`config.mk`:
```
export PLATFORM = sky130hd
export DESIGN_NAME = inst_fetch
export DESIGN_NICKNAME = d
export VERILOG_FILES = /design/src/rtl/inst_fetch.sv
export SDC_FILE = /design/constraint.sdc
export NUM_CORES = 1
export LEC_CHECK = 0
export CORE_ASPECT_RATIO = 0.6
export CORE_MARGIN = 3
export CORE_UTILIZATION = 35
export DETAILED_ROUTE_END_ITERATION = 8
export HOLD_SLACK_MARGIN = 0.06
export RECOVER_POWER = 25
export SYNTH_ARGS = -nofsm -noshare
export SYNTH_HDL_FRONTEND = slang
export SYNTH_SLANG_ARGS = --single-unit
```
`constraint.sdc`:
```
create_clock -name clk -period 4.3 [get_ports clk]
set_clock_uncertainty 0.15 [all_clocks]
set_input_delay 0.86 -clock clk [delete_from_list [all_inputs] [get_ports clk]]
set_output_delay 0.86 -clock clk [all_outputs]
set_load 0.05 [all_outputs]
```
`src/rtl/inst_fetch.sv`:
```
// Fetch stage: drives the instruction memory and buffers {inst, pc} in a 2-entry FIFO for decode.
// Request in N, word on IM_out in N+1, visible to decode in N+2; a credit check stops issue when the FIFO could overflow.
module inst_fetch #(
  parameter int                ADSize   = 16,
  parameter int                DASize   = 32,
  parameter logic [ADSize-1:0] RESET_PC = '0
) (
  input  logic              clk,
  input  logic              rst,
  input  logic              fetch_en,
  output logic              IM_enable,
  output logic              IM_write,
  output logic [ADSize-1:0] IM_address,
  output logic [DASize-1:0] IM_in,
  input  logic [DASize-1:0] IM_out,
  output logic              inst_valid,
  output logic [DASize-1:0] inst_out,
  output logic [ADSize-1:0] inst_pc,
  input  logic              inst_ready,
  input  logic              br_valid,
  input  logic [ADSize-1:0] br_target
);

  localparam logic [ADSize-1:0] PC_STEP = {{(ADSize-1){1'b0}}, 1'b1};

  logic [ADSize-1:0] r_pc;
  logic [ADSize-1:0] r_req_addr;
  logic              r_pending;
  logic              r_kill;
  logic [1:0]        r_count;
  logic              r_head;
  logic              r_tail;
  logic [DASize-1:0] r_inst [2];
  logic [ADSize-1:0] r_ipc  [2];

  logic              w_pop;
  logic              w_push;
  logic              w_issue;
  logic [2:0]        w_credit;
  logic [ADSize-1:0] w_addr;

  // A redirect voids any pop in the same cycle so decode never consumes a wrong-path word.
  assign w_pop    = (r_count != 2'd0) && inst_ready && !br_valid;
  assign w_credit = {1'b0, r_count} + {2'b00, r_pending} - {2'b00, w_pop};
  assign w_issue  = fetch_en && !rst && (br_valid || (w_credit < 3'd2));
  assign w_addr   = br_valid ? br_target : r_pc;
  assign w_push   = r_pending && !r_kill && !br_valid;

  assign IM_enable  = w_issue;
  assign IM_write   = 1'b0;
  assign IM_in      = '0;
  assign IM_address = rst ? RESET_PC : w_addr;

  assign inst_valid = (r_count != 2'd0);
  assign inst_out   = r_inst[r_head];
  assign inst_pc    = r_ipc[r_head];

  always_ff @(posedge clk) begin
    if (rst) begin
      r_pc       <= RESET_PC;
      r_req_addr <= RESET_PC;
      r_pending  <= 1'b0;
      r_kill     <= 1'b1;
      r_count    <= 2'd0;
      r_head     <= 1'b0;
      r_tail     <= 1'b0;
      for (int i = 0; i < 2; i++) begin
        r_inst[i] <= '0;
        r_ipc[i]  <= '0;
      end
    end else begin
      r_pending <= w_issue;
      r_kill    <= 1'b0;

      if (w_issue) begin
        r_pc       <= w_addr + PC_STEP;
        r_req_addr <= w_addr;
      end else if (br_valid) begin
        r_pc <= br_target;
      end

      if (br_valid) begin
        r_count <= 2'd0;
        r_head  <= 1'b0;
        r_tail  <= 1'b0;
      end else begin
        if (w_push) begin
          r_inst[r_tail] <= IM_out;
          r_ipc[r_tail]  <= r_req_addr;
          r_tail         <= ~r_tail;
        end
        if (w_pop) begin
          r_head <= ~r_head;
        end
        r_count <= r_count + {1'b0, w_push} - {1'b0, w_pop};
      end
    end
  end

endmodule

```
Yosys cells after proc, flatten, opt, wreduce, memory -nomap -nowiden

Memories as Yosys holds them, arrays and structs flattened. A register that Yosys moved wholly into a read port is not among the register bits.
Index checks and enable logic that the tools add are counted.

Register bits: 38
RAM bits: 96
Input bits: 53
Output and inout port bits: 99
Logic and storage cells: 50
Memories: 2

Memory list:

| name   | depth | bits a word | rd ports | clocked after memory_dff | wr ports | line | RTL |
|---|---|---|---|---|---|---|---|
| r_inst | 2     | 32          | 1        | 1                        | 2        | 33   | `logic [DASize-1:0] r_inst [2];` |
| r_ipc  | 2     | 16          | 1        | 1                        | 2        | 34   | `logic [ADSize-1:0] r_ipc [2];` |

Add/sub/neg operators: 5
$lt $le $gt $ge: 1
Muxes and demuxes: 19
Bitwise logic cells: 2
Reductions and logical operators: 14

Operators with widths:

| cell                  | number |
|---|---|
| $mux 16               | 4 |
| $mux 32               | 1 |
| $reduce_or 32->1      | 1 |
| $add 16x1->16 const B | 1 |
| $reduce_or 16->1      | 1 |
| $mux 1                | 14 |
| $logic_and 1x1->1     | 6 |
| $add 2x1->3           | 1 |
| $logic_not 1->1       | 3 |
| $lt 3x2->1 const B    | 1 |
| $sub 3x1->3           | 1 |
| $add 2x1->2           | 1 |
| $not 1->1             | 2 |
| $reduce_bool 2->1     | 1 |
| $reduce_or 2->1       | 1 |
| $sub 2x1->2           | 1 |
| $logic_or 1x1->1      | 1 |

Depth between registers and ports, before layout

Word-level depth: 9
Mapped depth: 14
Depth with buffers taken out: 12

Least setup slack after synthesis

Ideal clock, no wire load.

Path kind: input -> output
From: in br_valid
To: out IM_enable
Arrival: 3648 ps
Data required time: 3290 ps
Setup slack: -358 ps
Stages: 11
Buffers on the path: 4
Path through: buf_6 buf_6 buf_2 buf_2 nor2_1 ha_1 nor2b_1 fa_1 nand2b_1 o21ai_2 nor2b_1

Word-level cells in the longest chain between the ends: 6

RTL lines:

| element           | line | RTL |
|---|---|---|
| from (decl)       | 20   | `input logic br_valid,` |
| $logic_not 1->1   | 43   | `assign w_pop = (r_count != 2'd0) && inst_ready && !br_valid;` |
| $logic_and 1x1->1 | 43   |  |
| via w_pop         | 36   | `logic w_pop;` |
| $sub 3x1->3       | 44   | `assign w_credit = {1'b0, r_count} + {2'b00, r_pending} - {2'b00, w_pop};` |
| $lt 3x2->1        | 45   | `assign w_issue = fetch_en && !rst && (br_valid \|\| (w_credit < 3'd2));` |
| $logic_or 1x1->1  | 45   |  |
| $logic_and 1x1->1 | 45   |  |
| to (decl)         | 11   | `output logic IM_enable,` |

The timed path passes the listed nets, and every way through them passes these cells.

Final worst setup path

Ends and elaborated chain as after synthesis.

==> results.tsv <==
metric	value	unit
clk_pin_slew	0.06	ns
grt_pass1_vias	4059	
grt_usage	0.144	
utilization	0.483	
grt_max_degree	49	
synth_most_common_cell	and2_1	
place_congestion	0.823	
grt_pass1_wl	21700	um
placementRows	37	
fin_crit	4.17	ns
synth_commonest_cells	and2_1 (97), edfxtp_1 (96), mux2_2 (52)	
ys.warnings.count	0	
cts_tree	yes	
htreeDepth	4	
ys_top_cells_by_area	edfxtp_1 (46%), dfxtp_1 (12%), and2_1 (9.6%)	
post_cts_buffers	0	
detail_route.iter0.violations	279	
cts.path.max_buffers	2	
cts_resized	0	
fmax	240	MHz
syn_avg_cell_area	12.4	um2
cts_buffers	17	
antenna_cells	0	
holdBufCountCts	0	
layout-drive-gt1-share	0.197	
status	complete, but fails checks	
vias	4031	
cp_max_fo	3	
dr.pass1.iters	4	
cap_violations	1	
tightest_slew	1.71	ns
start_kind	primary input	
power.leakage	3.22	nW
endpoint_kind	output port	
critPathSlowestCell	clkdlybuf4s50_1	
cts-root-buf	clkbuf_16	
antenna_found_initial	0	
synth_edf_count	96	
drv_slew	29	
die_h	110	um
yosysUniqueCellTypes	47	
worstPathArrival	3.16	ns
drt-total-wl	14000	um
finalHoldViolCount	0	
async_flop_share	0	
die_w	179	um
gr-total-overflow	0	
avgRoutedWirePerCell	16.0	um
cp_cell_sequence	clkdlybuf4s50_1, nor2_1, ha_1, nor2b_1, fa_1, nand2b_1, o21ai_4, nor2b_4, buf_12	
synthDominantCellAreaShare	0.457	
die_area	19700	um2
drt.antenna.violating_nets	0	
netlist_instances	508	
portBuffers	118	
yosysTopAreaCell	edfxtp_1	
clock_sinks	135	
route.detailed.drc	0	
synth-main-ff-cell	edfxtp_1	
fin_nets	689	
synth_area	6300	um2
core_region_area	17400	um2
p_per_area	410	nW/um2
finalCritPeriodShare	0.970	
clkLatencyLatePin	0.40	ns
ys_seq_area_frac	0.581	
setup_viol	0	
io_pins	152	
vias_per_cell	4.59	
crit_type	in2out	
ir_worst_vdd	0.000264	V
violations	max-capacitance violations, max-slew violations	
area_growth	33.5	%
cp.required	3.29	ns
hp-class	reg2reg	
max_stage_delay	0.50	ns
fin_setup_tns	0	ns
yosys_register_bits	135	
hpwlAfterDp	9660	um
rsz0062_at_grt	false	
maxSlewHeadroom	-0.138	
start_util	0.362	
flip-flops by register name, summed over array words and instances, names as in the netlist, named ones only:
name        cells
r_pc           16
r_count         2
r_req_addr     16
r_ipc          32
r_head          1
r_kill          1
r_pending       1
r_inst         64
r_tail          1
logic make-up (layout without fill, tap and decap cells):
| logic type | Yosys count | in the layout | synth area share |
|---|---|---|---|
| fa+ha+maj | 5 | 5 | 0.0111 |
| simple gates | 189 | 189 | 0.171 |
| flops | 135 | 135 | 0.581 |
| mux | 68 | 68 | 0.120 |
| other cells | 1 | 33 | 0.000595 |
| xor+xnor | 13 | 13 | 0.0181 |
| buf+inv | 68 | 172 | 0.0629 |
| compound gates | 29 | 29 | 0.0351 |
layout by cell type (no fill, tap or decap), drive strengths merged, types with 12 or more instances in the layout:
master / synthesis / routed
xnor2: 12 / 12
nor2: 43 / 43
mux2i: 15 / 15
and2: 97 / 97
inv: 6 / 12
buf: 39 / 30
dfxtp: 39 / 39
conb: 1 / 33
clkbuf: 23 / 21
a211oi: 16 / 16
clkdlybuf4s50: 0 / 100
edfxtp: 96 / 96
mux2: 53 / 53
report_power, final:
group	internal, W	switching [W]	leakage [nW]
Clock	0.000868	0.000576	0.286
Combinational	0.000187	0.000330	1.62
Sequential	0.00146	0.0000277	1.32
Total	0.00251	0.000934	3.22
final timing paths:
check | slack, ns | to | from | cells past startpoint
min reg2reg | 0.36 | r_req_addr[12] | r_req_addr[12] | 2
max reg2reg | 1.03 | r_pc[14] | r_count[1] | 13
min | 0.36 | r_req_addr[12] | r_req_addr[12] | 2
max | 0.13 | IM_enable | br_valid | 9
layer usage:
| metal | up-vias | track usage | wire [um] |
|---|---|---|---|
| li1 | 1959 | - | - |
| met1 | 1956 | 0.206 | 6920 |
| met2 | 110 | 0.214 | 6230 |
| met3 | 6 | 0.0352 | 771 |
| met4 | 0 | 0.0469 | 98 |
| met5 | - | 0 | 0 |
critical path, delay by kind of cell:
family	cells	cell delay, ns
AO/OA/AOI/OAI	1	0.16
adder cells (fa/ha/maj)	2	0.70
buffers and inverters	2	0.66
AND/OR/NAND/NOR	4	0.77
layout make-up:
class | count | area (um2)
clock buffers | 17 | 425
clock inverters | 15 | 168
fillers | 1558 | 8990
inverters | 6 | 22.5
multi-input cells | 337 | 2390
flip-flops and latches | 135 | 3660
well taps | 234 | 293
repair buffers | 134 | 1450
per-stage QoR:
stage | hold slack [ns] | total power (W) | setup slack, ns | instance area (um2) | instances
5_1_grt | 0.385 | 0.00357 | 0.0112 | 8420 | 878
3_5_place_dp | 0.352 | 0.00203 | 0.134 | 7840 | 846
2_1_floorplan | 0.332 | 0.00185 | 0.0507 | 6430 | 540
3_3_place_gp | 0.357 | 0.00203 | 0.191 | 7840 | 846
6_report | 0.362 | 0.00345 | 0.130 | 8420 | 878
4_1_cts | 0.359 | 0.00348 | 0.122 | 8440 | 878
Power figures use the tool's default switching activity.
